==> config.mk <==
export PLATFORM = sky130hd
export DESIGN_NAME = player_sprite_ctrl
export DESIGN_NICKNAME = d
export VERILOG_FILES = /design/src/rtl/player_sprite_ctrl.sv
export SDC_FILE = /design/constraint.sdc
export NUM_CORES = 1
export LEC_CHECK = 0
export CAP_MARGIN = 0
export CORE_ASPECT_RATIO = 2
export CORE_MARGIN = 1
export CORE_UTILIZATION = 48
export DETAILED_ROUTE_END_ITERATION = 16
export PLACE_DENSITY = 0.76
export SETUP_SLACK_MARGIN = 0.1
export SLEW_MARGIN = 25
export SYNTH_ARGS = -nofsm -noshare
export SYNTH_HDL_FRONTEND = slang
export SYNTH_SLANG_ARGS = --single-unit
==> constraint.sdc <==
create_clock -name clk -period 2.2 [get_ports clk]
set_input_delay 0.44 -clock clk [delete_from_list [all_inputs] [get_ports clk]]
set_output_delay 0.44 -clock clk [all_outputs]
set_load 0.05 [all_outputs]
==> src/rtl/player_sprite_ctrl.sv <==
// Player sprite controller: moves a SPR_W x SPR_H box along x and streams erase/draw sweeps to the VGA plotter.
// Optional bullet spawning is enabled by defining PLAYER_FIRE_EN.
module player_sprite_ctrl #(
    parameter int          SPR_W    = 5,
    parameter int          SPR_H    = 4,
    parameter int          X_MAX    = 159,
    parameter int          START_X  = 78,
    parameter int          START_Y  = 100,
    parameter int          STEP     = 1,
    parameter logic [2:0]  COLOUR   = 3'b111,
    parameter int          COOLDOWN = 8
) (
    input  logic       clk,
    input  logic       reset_n,
    input  logic       tick,
    input  logic       left,
    input  logic       right,
    input  logic       got_hit,
    input  logic       plot_ready,
    output logic       plot,
    output logic [7:0] x_pos,
    output logic [6:0] y_pos,
    output logic [2:0] colour,
    output logic       busy,
    output logic       alive,
    input  logic       fire,
    output logic       shot_req,
    output logic [7:0] shot_x,
    output logic [6:0] shot_y
);

    typedef enum logic [2:0] {DRAW, IDLE, ERASE, UPDATE, DEAD} state_t;

    localparam logic [3:0] LAST_COL = 4'(SPR_W - 1);
    localparam logic [3:0] LAST_ROW = 4'(SPR_H - 1);
    localparam logic [7:0] STEP8    = 8'(STEP);

    state_t     state;
    logic [7:0] x_reg;
    logic [3:0] col;
    logic [3:0] row;
    logic       kill;
    logic       dir_left;
    logic       hit_pend;

    logic [8:0] right_reach;
    logic       can_left;
    logic       can_right;

    // Legality is evaluated in 9 bits so the right-edge test cannot wrap.
    assign right_reach = {1'b0, x_reg} + 9'(STEP + SPR_W - 1);
    assign can_left    = (x_reg >= STEP8);
    assign can_right   = (right_reach <= 9'(X_MAX));

    always_ff @(posedge clk or posedge reset_n) begin
        if (reset_n) begin
            state    <= DRAW;
            x_reg    <= 8'(START_X);
            col      <= '0;
            row      <= '0;
            kill     <= 1'b0;
            dir_left <= 1'b0;
            hit_pend <= 1'b0;
            plot     <= 1'b0;
            x_pos    <= '0;
            y_pos    <= '0;
            colour   <= '0;
            busy     <= 1'b0;
            alive    <= 1'b1;
        end else begin
            case (state)
                DRAW, ERASE: begin
                    busy <= 1'b1;
                    if (got_hit)
                        hit_pend <= 1'b1;
                    if (!plot) begin
                        plot   <= 1'b1;
                        x_pos  <= x_reg;
                        y_pos  <= 7'(START_Y);
                        colour <= (state == DRAW) ? COLOUR : 3'b000;
                    end else if (plot_ready) begin
                        // Address only advances on an accepted pixel, so a stall holds it stable.
                        if (col == LAST_COL) begin
                            col <= '0;
                            if (row == LAST_ROW) begin
                                row  <= '0;
                                plot <= 1'b0;
                                if (state == DRAW) begin
                                    state <= IDLE;
                                    busy  <= 1'b0;
                                end else if (kill) begin
                                    state <= DEAD;
                                    busy  <= 1'b0;
                                end else begin
                                    state <= UPDATE;
                                end
                            end else begin
                                row   <= row + 4'd1;
                                x_pos <= x_reg;
                                y_pos <= y_pos + 7'd1;
                            end
                        end else begin
                            col   <= col + 4'd1;
                            x_pos <= x_pos + 8'd1;
                        end
                    end
                end
                IDLE: begin
                    if (hit_pend || got_hit) begin
                        state    <= ERASE;
                        kill     <= 1'b1;
                        alive    <= 1'b0;
                        hit_pend <= 1'b0;
                        busy     <= 1'b1;
                    end else if (tick && (left ^ right) && (left ? can_left : can_right)) begin
                        state    <= ERASE;
                        kill     <= 1'b0;
                        dir_left <= left;
                        busy     <= 1'b1;
                    end
                end
                UPDATE: begin
                    if (got_hit)
                        hit_pend <= 1'b1;
                    x_reg <= dir_left ? (x_reg - STEP8) : (x_reg + STEP8);
                    state <= DRAW;
                    busy  <= 1'b1;
                end
                DEAD: begin
                    plot <= 1'b0;
                    busy <= 1'b0;
                end
                default: begin
                    state <= DEAD;
                    plot  <= 1'b0;
                    busy  <= 1'b0;
                end
            endcase
        end
    end

`ifdef PLAYER_FIRE_EN
    logic [7:0] cooldown;

    always_ff @(posedge clk or posedge reset_n) begin
        if (reset_n) begin
            cooldown <= '0;
            shot_req <= 1'b0;
            shot_x   <= '0;
            shot_y   <= '0;
        end else begin
            shot_req <= 1'b0;
            if (tick) begin
                if (fire && cooldown == 8'd0 && alive && state != DEAD) begin
                    shot_req <= 1'b1;
                    cooldown <= 8'(COOLDOWN);
                    shot_x   <= x_reg + 8'(SPR_W / 2);
                    shot_y   <= 7'(START_Y - 1);
                end else if (cooldown != 8'd0) begin
                    cooldown <= cooldown - 8'd1;
                end
            end
        end
    end
`else
    logic unused_fire;
    assign unused_fire = fire ^ (COOLDOWN != 0);
    assign shot_req    = 1'b0;
    assign shot_x      = '0;
    assign shot_y      = '0;
`endif

endmodule

; Yosys cells after proc, flatten, opt, wreduce, memory -nomap -nowiden
; Index checks and enable logic that the tools add are counted.
[classes]
addsub = 7
n_mul = 0
div = 0
n_lt_le_gt_ge = 2
eq_ne = 17
n_shift = 0
mux = 41
n_bitwise = 4
n_reduce_logical = 19
[ops]
columns = cell, count
row1 = $mux 8, 5
row2 = $mux 7, 4
row3 = $mux 3, 9
row4 = $mux 1, 17
row5 = $add 8x1->8 const B, 2
row6 = $ne 2x2->1 const B, 7
row7 = $pmux 3 s4, 1
row8 = $reduce_and 3->1, 4
row9 = $add 8x3->9 const B, 1
row10 = $le 9x8->1 const B, 1
row11 = $add 4x1->4 const B, 2
row12 = $ge 8x1->1 const B, 1
row13 = $mux 4, 2
row14 = $reduce_and 4->1, 2
row15 = $sub 8x1->8 const B, 1
row16 = $add 7x1->7 const B, 1
row17 = $eq 3x2->1 const B, 2
row18 = $ne 3x3->1 const B, 2
row19 = $reduce_and 2->1, 3
row20 = $reduce_and 6->1, 1
row21 = $eq 4x2->1 const B, 1
row22 = $eq 4x3->1 const B, 1
row23 = $ne 2x1->1 const B, 2
row24 = $pmux 1 s2, 2
row25 = other kinds (11), 16
[totals]
ff_bits = 43
latchBits = 0
ramBits = 0
mem_bits_ro = 0
inputBits = 8
output_inout_bits = 37
wordCells = 103
mem_count = 0

; Logic depth before layout (Yosys ltp)
; Gate-level depths: netlist of run 1.
[depth]
word_depth = 7
mapped_depth = 8
mapped_depth_nobuf = 7

; Least setup slack after synthesis of run 1
; Ideal clock, no wire load.
[synth_timing]
path_kind = register to register
startpoint = register x_reg[1]
endpoint = register state[1]
setup_ns = 0.141
arrival_ns = 1.879
t_required_ns = 2.059
setup_slack_ns = 0.180
stages_incl_launch_ff = 8
n_path_buf = 0
period_less_slack_ns = 2.020
cell_sequence = dfstp_2 inv_1 ha_1 nor4bb_1 o21ai_1 and4_4 nor4b_4 a211oi_1
[synth_via]
elab_chain_cells = 6
word_cells_on_any_way = 7
cone_classes = 1 x add/sub / 2 x order compare / 1 x eq/ne / 1 x mux / 2 x reduce/logical
[synth_rtl]
columns = element, line
row1 = start: declaration, 39  ; logic [7:0] x_reg;
row2 = start signal: assignment, 58  ; x_reg <= 8'(START_X);
row3 = start signal: assignment, 125  ; x_reg <= dir_left ? (x_reg - STEP8) : (x_reg + STEP8);
row4 = $add 8x3->9, 51  ; assign right_reach = {1'b0, x_reg} + 9'(STEP + SPR_W - 1);
row5 = $le 9x8->1, 53  ; assign can_right = (right_reach <= 9'(X_MAX));
row6 = $mux 1 (*), 115  ; end else if (tick && (left ^ right) && (left ? can_left : can_right)) begin
row7 = $logic_and 1x1->1 (*), 115
row8 = $ne 3x3->1 (no source line) (*), --
row9 = $reduce_and 6->1 (no source line) (*), --
row10 = end signal: assignment, 110  ; state <= ERASE;
row11 = end signal: assignment, 116  ; state <= ERASE;
row12 = end signal: assignment, 126  ; state <= DRAW;
row13 = end: declaration, 38  ; state_t state;
; Every way passes the cells marked *; elsewhere a longest branch is shown, timed or not.
; A chain may end at the register's enable or synchronous reset.

; Worst setup path in the final report of run 1
[layout_timing]
startpoint = register alive
endpoint = output alive
[layout_rtl]
columns = element, line
row1 = start: declaration, 25  ; output logic alive,
row2 = start signal: assignment, 69  ; alive <= 1'b1;
row3 = start signal: assignment, 112  ; alive <= 1'b0;
; No word-level cell between the ends.

==> metrics.cfg, run 1 <==
[status]
outcome = completed

[pwr]
pwr-share-comb_pct = 50.4
switching_share_pct = 45.7
power_per_cell_area_mw_per_mm2 = 1230
p_int_mw = 2.01
clkPwrFrac_pct = 16.2
switching_power_mw = 1.70
p_seq_share_pct = 33.4
p_leak_nw = 1.36
ir_worst_vdd_uv = 738

[clock_tree]
postCtsSetupBuffers = 0
cts_htree_levels = 2
clk_latency_ns = 0.29
cts_tree = yes
cts_buffer_depth = 2
ctsRootBufferMaster = clkbuf_8
path_clk_slew_ns = 0.08
cts_made_buffers = 5
clock-sinks = 41
hold_buffers = 0

[finish]
final_core_util_pct = 58.6
final_layout_size_suffix_gt1_share_pct = 12.3
area_growth_syn_to_layout_pct = 17.4
seqCellArea_mm2 = 0.00103
nets = 334
diodes = 0
multi_input_area_mm2 = 0.00139
fillers = 442

[route]
antenna_left = 0
routedWlPerCell_um = 14.3
drt_iter0_drc = 30
drc_errors = 0
drt_first_pass_iters = 4
drt_wl_total_um = 5380
viasPerCell = 5.55
vias = 2087

[worst_setup_path]
cp.required_ns = 1.76
cpMaxStageDelayCell = clkdlybuf4s50_1
r2r-start = x_reg[1]
r2r_slack_ns = 0.16
crit_buf_inv = 1
r2r-end = state[1]
critPathKind = flop to output pin
critPathArrivalTime_ns = 1.62
cp_cell_sequence = clkdlybuf4s50_1
cpLargestDelayFamily = buffers and inverters
worst_setup_path_end_kind = output pin
crit_fanout = 2
reg2regPathDepth = 7
cpPeakStageDelay_ns = 0.79
crit_path_start_kind = flop

[sta]
rsz0062_at_grt = false
maxSlewViolCount = 0
worst_slew_pin_slew_ns = 0.521
min_period_over_period_pct = 93.6
setup_tns_ns = 0
max_slew_margin_pct = 65.1
final_hold_viol_count = 0
period_needed_ns = 2.06
fmax_mhz = 486
skew_ns = 0.00980
whs_ns = 0.489
setup_viol = 0

[floorplan]
fp.dieH_um = 105
rows = 37
die_area_mm2 = 0.00566
core_mm2 = 0.00514
die_w_um = 53.7
ioPinCount = 45
initial_core_util_pct = 49.9

[grt]
grt_pass1_vias = 2031
grt_use_met3_pct = 2.60
busiest_layer = met2
grt_max_degree = 42
grt.met1_usage_pct = 22.8
grt_pass1_wl_um = 8940
antenna_found_initial = 0
use_met2_pct = 37.6
grt_usage_pct = 20.9
overflow = 0

[synthesis]
synth_edf_count = 0
synth_cells = 284
async_reset_ff_share_pct = 100
synthDistinctLibCells = 57
ys_seq_area_share_pct = 40.2
synth-seq-cells = 41
synth_area_mm2 = 0.00256
ys_warn_count = 0
syn_avg_cell_area_um2 = 9.03
synthFlopType = dfrtp_1

[hold_path]
hold_depth = 1
min_to = alive
hp-start = alive
hold_class = flop to flop

[run]
drv_cap = 0

[place]
gp_congestion = 0.848
dp_hpwl_um = 3980
io_buffers = 27

## kinds of logic (layout without fill, tap and decap cells)
logic type,count (synthesis),after routing,synth area share [%]
DFF,41,41,40.2
xor gates and xnor gates,14,14,4.78
muxes,6,6,2.39
AOI/OAI and AO/OA,59,59,13.9
adders and majority gates,9,9,4.39
other,1,16,0.146
and+or+nand+nor,113,113,24.6
buffers and inverters,41,60,9.56
## power groups by stage
stage	Sequential, mW	Clock (mW)	Combinational (mW)
after global routing	1.27	0.636	2.05
final	1.24	0.599	1.87
after detailed placement	1.24	0	1.82
after CTS	1.23	0.617	1.82
after global placement	1.23	0	1.78
after floorplan	1.57	0	0.950
## worst max-delay path by stage
stage	from	to	depth (start not counted)
floorplan	x_reg[1]	state[1]	7
global placement	x_reg[1]	state[1]	7
detailed placement	x_reg[1]	state[1]	7
CTS	x_reg[1]	state[1]	7
global route	x_reg[1]	state[1]	7
finish	alive	alive	1
## metrics by stage
| stage | instances | setup WS, ns | power, mW | instance area (µm²) |
|---|---|---|---|---|
| 3_3_place_gp | 368 | 0.101 | 3.01 | 2860 |
| 6_report | 376 | 0.141 | 3.71 | 3010 |
| 3_5_place_dp | 368 | 0.0639 | 3.06 | 2860 |
| 5_1_grt | 376 | 0.0670 | 3.96 | 3010 |
| 2_1_floorplan | 299 | 0.180 | 2.52 | 2620 |
| 4_1_cts | 376 | 0.109 | 3.67 | 2970 |
## synth_stat cells (2+ instances only)
master	count	area, µm²
o21ai_0	17	85.1
a21oi_1	16	80.1
ha_1	9	113
dfstp_2	5	131
buf_6	2	22.5
and2_1	2	12.5
a31oi_1	3	18.8
xor2_1	10	87.6
a21o_1	2	15.0
and4_1	3	26.3
clkbuf_1	4	15.0
o2111ai_1	2	17.5
nor3_1	3	15.0
nor3b_1	2	15.0
a211o_1	2	17.5
and3_1	7	43.8
a21boi_1	2	15.0
nand3b_1	2	15.0
nand4b_1	3	26.3
buf_2	4	20.0
inv_1	12	45.0
buf_4	19	143
and3b_1	2	17.5
nor2_1	19	71.3
nand2b_1	4	25.0
o22ai_1	3	18.8
o21ai_1	4	20.0
nand4_1	6	37.5
dfrtp_1	36	901
xnor2_1	4	35.0
nand3_1	10	50.1
mux2i_1	5	50.1
nand2_1	36	135
## routing by layer
layer,wire length (µm),vias up
li1,-,1029
met1,2070,997
met2,3080,50
met3,131,11
met4,108,0
met5,0,-
## what timing repair did
action / in CTS / in global routing
setup endpoints to repair: 6 / 5
pin swaps: 2 / 2
resized for setup: 1 / 8
## final cells by class
class / count / share of cell area (%)
Sequential cell: 41 / 34.3
Timing Repair Buffer: 40 / 12.2
Tap cell: 58 / 2.41
Clock inverter: 2 / 1.16
Clock buffer: 6 / 2.41
Multi-Input combinational cell: 217 / 46.1
Inverter: 12 / 1.50
## cell usage in the layout, fill, tap and decap left out, types with 2 or more instances in the layout
cell type	netlist	layout
xnor2_1	4	4
o22ai_1	3	3
nand3b_1	2	2
nand2b_1	4	4
xor2_1	10	10
a211o_1	2	2
and3b_1	2	2
clkdlybuf4s50_1	0	26
o2111ai_1	2	2
nor2_1	19	19
conb_1	1	16
mux2i_1	5	5
o21ai_1	4	4
nor3_1	3	3
nor3b_1	2	2
buf_4	19	13
nand2_1	36	36
a31oi_1	3	3
ha_4	0	2
and2_1	2	2
inv_1	12	11
a21oi_1	16	16
o21ai_0	17	17
nand3_1	10	10
clkbuf_8	0	5
and3_1	7	7
nand4_1	6	6
dfstp_2	5	5
a21boi_1	2	2
nand4b_1	3	3
and4_1	3	3
dfrtp_1	36	36
ha_1	9	7
a21o_1	2	2
No activity file was read; power rests on OpenSTA's default activity.
==> run 2, diff against run 1 <==
--- a/config.mk
+++ b/config.mk
@@ -8,9 +8,10 @@
 export CAP_MARGIN = 0
 export CORE_ASPECT_RATIO = 2
 export CORE_MARGIN = 1
-export CORE_UTILIZATION = 48
+export CORE_UTILIZATION = 49
+export CTS_BUF_LIST = sky130_fd_sc_hd__clkbuf_8
 export DETAILED_ROUTE_END_ITERATION = 16
-export PLACE_DENSITY = 0.76
+export PLACE_DENSITY = 0.77
 export SETUP_SLACK_MARGIN = 0.1
 export SLEW_MARGIN = 25
 export SYNTH_ARGS = -nofsm -noshare
==> run 2 against run 1 <==
Largest cell class unchanged. Core utilization grew 2.7 points. Via count is 1.8% higher. Wire length increased by 0.87%. Register-to-register slack got worse by 0.02 ns. Clock-buffer cell count unchanged. Die area is 2.0% lower. Worst setup slack worse by 0.0021 ns. Critical path type is now flop to flop. First-iteration DRC count grew 47%. Fmax is 0.10% lower. Sequential share of layout area fell by 0.27 points. Clock skew down 0.0035 ns.
==> metrics.cfg, run 2 (synthesized netlist as in run 1, its figures left out) <==
[worst_setup_path]
critPathKind = flop to flop
critPathArrivalTime_ns = 2.22
worst_setup_path_end_kind = flop
crit_buf_inv = 2
cpMaxStageDelayCell = dfstp_2
cp_cell_sequence = inv_2 > ha_4 > nor4bb_2 > o21ai_1 > and4_4 > nor4b_4 > buf_4 > a211oi_2
crit_path_start_kind = flop
cpLargestDelayFamily = simple AND/OR/NAND/NOR gates
cp.required_ns = 2.36
r2r_slack_ns = 0.14
cpPeakStageDelay_ns = 0.54
crit_fanout = 5

[sta]
whs_ns = 0.462
skew_ns = 0.00633
rsz0062_at_grt = true
setup_tns_ns = 0
worst_slew_pin_slew_ns = 0.503
maxSlewViolCount = 0
max_slew_margin_pct = 66.4
min_period_over_period_pct = 93.7
setup_ws_ns = 0.138
final_hold_viol_count = 0
period_needed_ns = 2.06
setup_viol = 0
fmax_mhz = 485

[finish]
area_growth_syn_to_layout_pct = 18.3
diodes = 0
final_area_mm2 = 0.00303
final_cell_mix = nand2_1 (36), dfrtp_1 (36), clkdlybuf4s50_1 (24), nor2_1 (19), o21ai_0 (17)
final_layout_size_suffix_gt1_share_pct = 12.3
nets = 333

[place]
place_area_mm2 = 0.00286
place_ws_ns = 0.0485
io_buffers = 27
dp_hpwl_um = 4020
gp_congestion = 0.776

[grt]
use_met2_pct = 37.3
grt_use_met3_pct = 3.65
grt.met1_usage_pct = 23.3
antenna_found_initial = 0
grt_pass1_vias = 2007
grt_max_degree = 31
overflow = 0
grt_usage_pct = 21.4
busiest_layer = met2
grt_pass1_wl_um = 8950

[floorplan]
core_mm2 = 0.00495
die_area_mm2 = 0.00555
die_w_um = 53.2
rows = 36
ioPinCount = 45
fp.dieH_um = 104
initial_core_util_pct = 51.8

[hold_path]
hold_class = primary input to asynchronous set/reset pin

[route]
antenna_left = 0
drt_first_pass_iters = 6
drt_wl_total_um = 5430
routedWlPerCell_um = 14.5
drt_iter0_drc = 44
viasPerCell = 5.68
vias = 2125
drc_errors = 0

[clock_tree]
clock-sinks = 41
cts_made_buffers = 5
cts_htree_levels = 2
clk_latency_ns = 0.29
path_clk_slew_ns = 0.08
cts_tree = yes
ctsRootBufferMaster = clkbuf_8
cts_buffer_depth = 2

[pwr]
p_seq_share_pct = 33.1
switching_power_mw = 1.70
clkPwrFrac_pct = 16.8
p_int_mw = 2.03
switching_share_pct = 45.6
ir_worst_vdd_uv = 798
power_per_cell_area_mw_per_mm2 = 1230
p_leak_nw = 1.40
pwr-share-comb_pct = 50.1

[status]
outcome = completed

[run]
drv_cap = 0

## run 2: per-stage QoR
step                power, mW  std cells  utilization, %
CTS                      3.69        374            60.3
finish                   3.73        374            61.2
floorplan                2.52        299               -
detailed placement       3.05        365            57.7
global route             3.99        374            61.2
global placement         3.00        365            57.7
## run 2: worst paths after layout
| kind | startpoint | to | cells after the start |
|---|---|---|---|
| max | x_reg[1] | state[1] | 8 |
| min | reset_n | x_pos[1] | 2 |
| max reg2reg | x_reg[1] | state[1] | 8 |
| min reg2reg | alive | alive | 1 |
| max in group asynchronous | reset_n | x_reg[2] | 3 |
| min in group clk | alive | alive | 1 |
## run 2: area by class of cell
class,instances,area [µm²]
flip-flops and latches,41,1030
clock buffers,6,82.6
repair buffers,39,377
clock inverters,2,33.8
multi-input cells,217,1390
inverters,12,45.0
fillers,442,1920
well taps,57,71.3
## run 2: repair_timing
action                     CTS  global route
gates cloned                 0             0
hold buffers                 0             0
buffers inserted             1             0
pin swaps                    1             2
resized for setup            2            10
setup endpoints to repair    6             7
## run 2: layer usage
| metal | wire (µm) | up-vias |
|---|---|---|
| met5 | 0 | - |
| met4 | 187 | 0 |
| met3 | 166 | 19 |
| met2 | 2970 | 52 |
| met1 | 2100 | 1027 |
| li1 | - | 1027 |
## run 2: power by group through the flow
stage	combinational, mW	clock [mW]	sequential (mW)
after floorplan	0.950	0	1.57
after global placement	1.77	0	1.23
after detailed placement	1.81	0	1.24
after CTS	1.82	0.645	1.23
after global routing	2.04	0.674	1.27
final	1.87	0.625	1.24
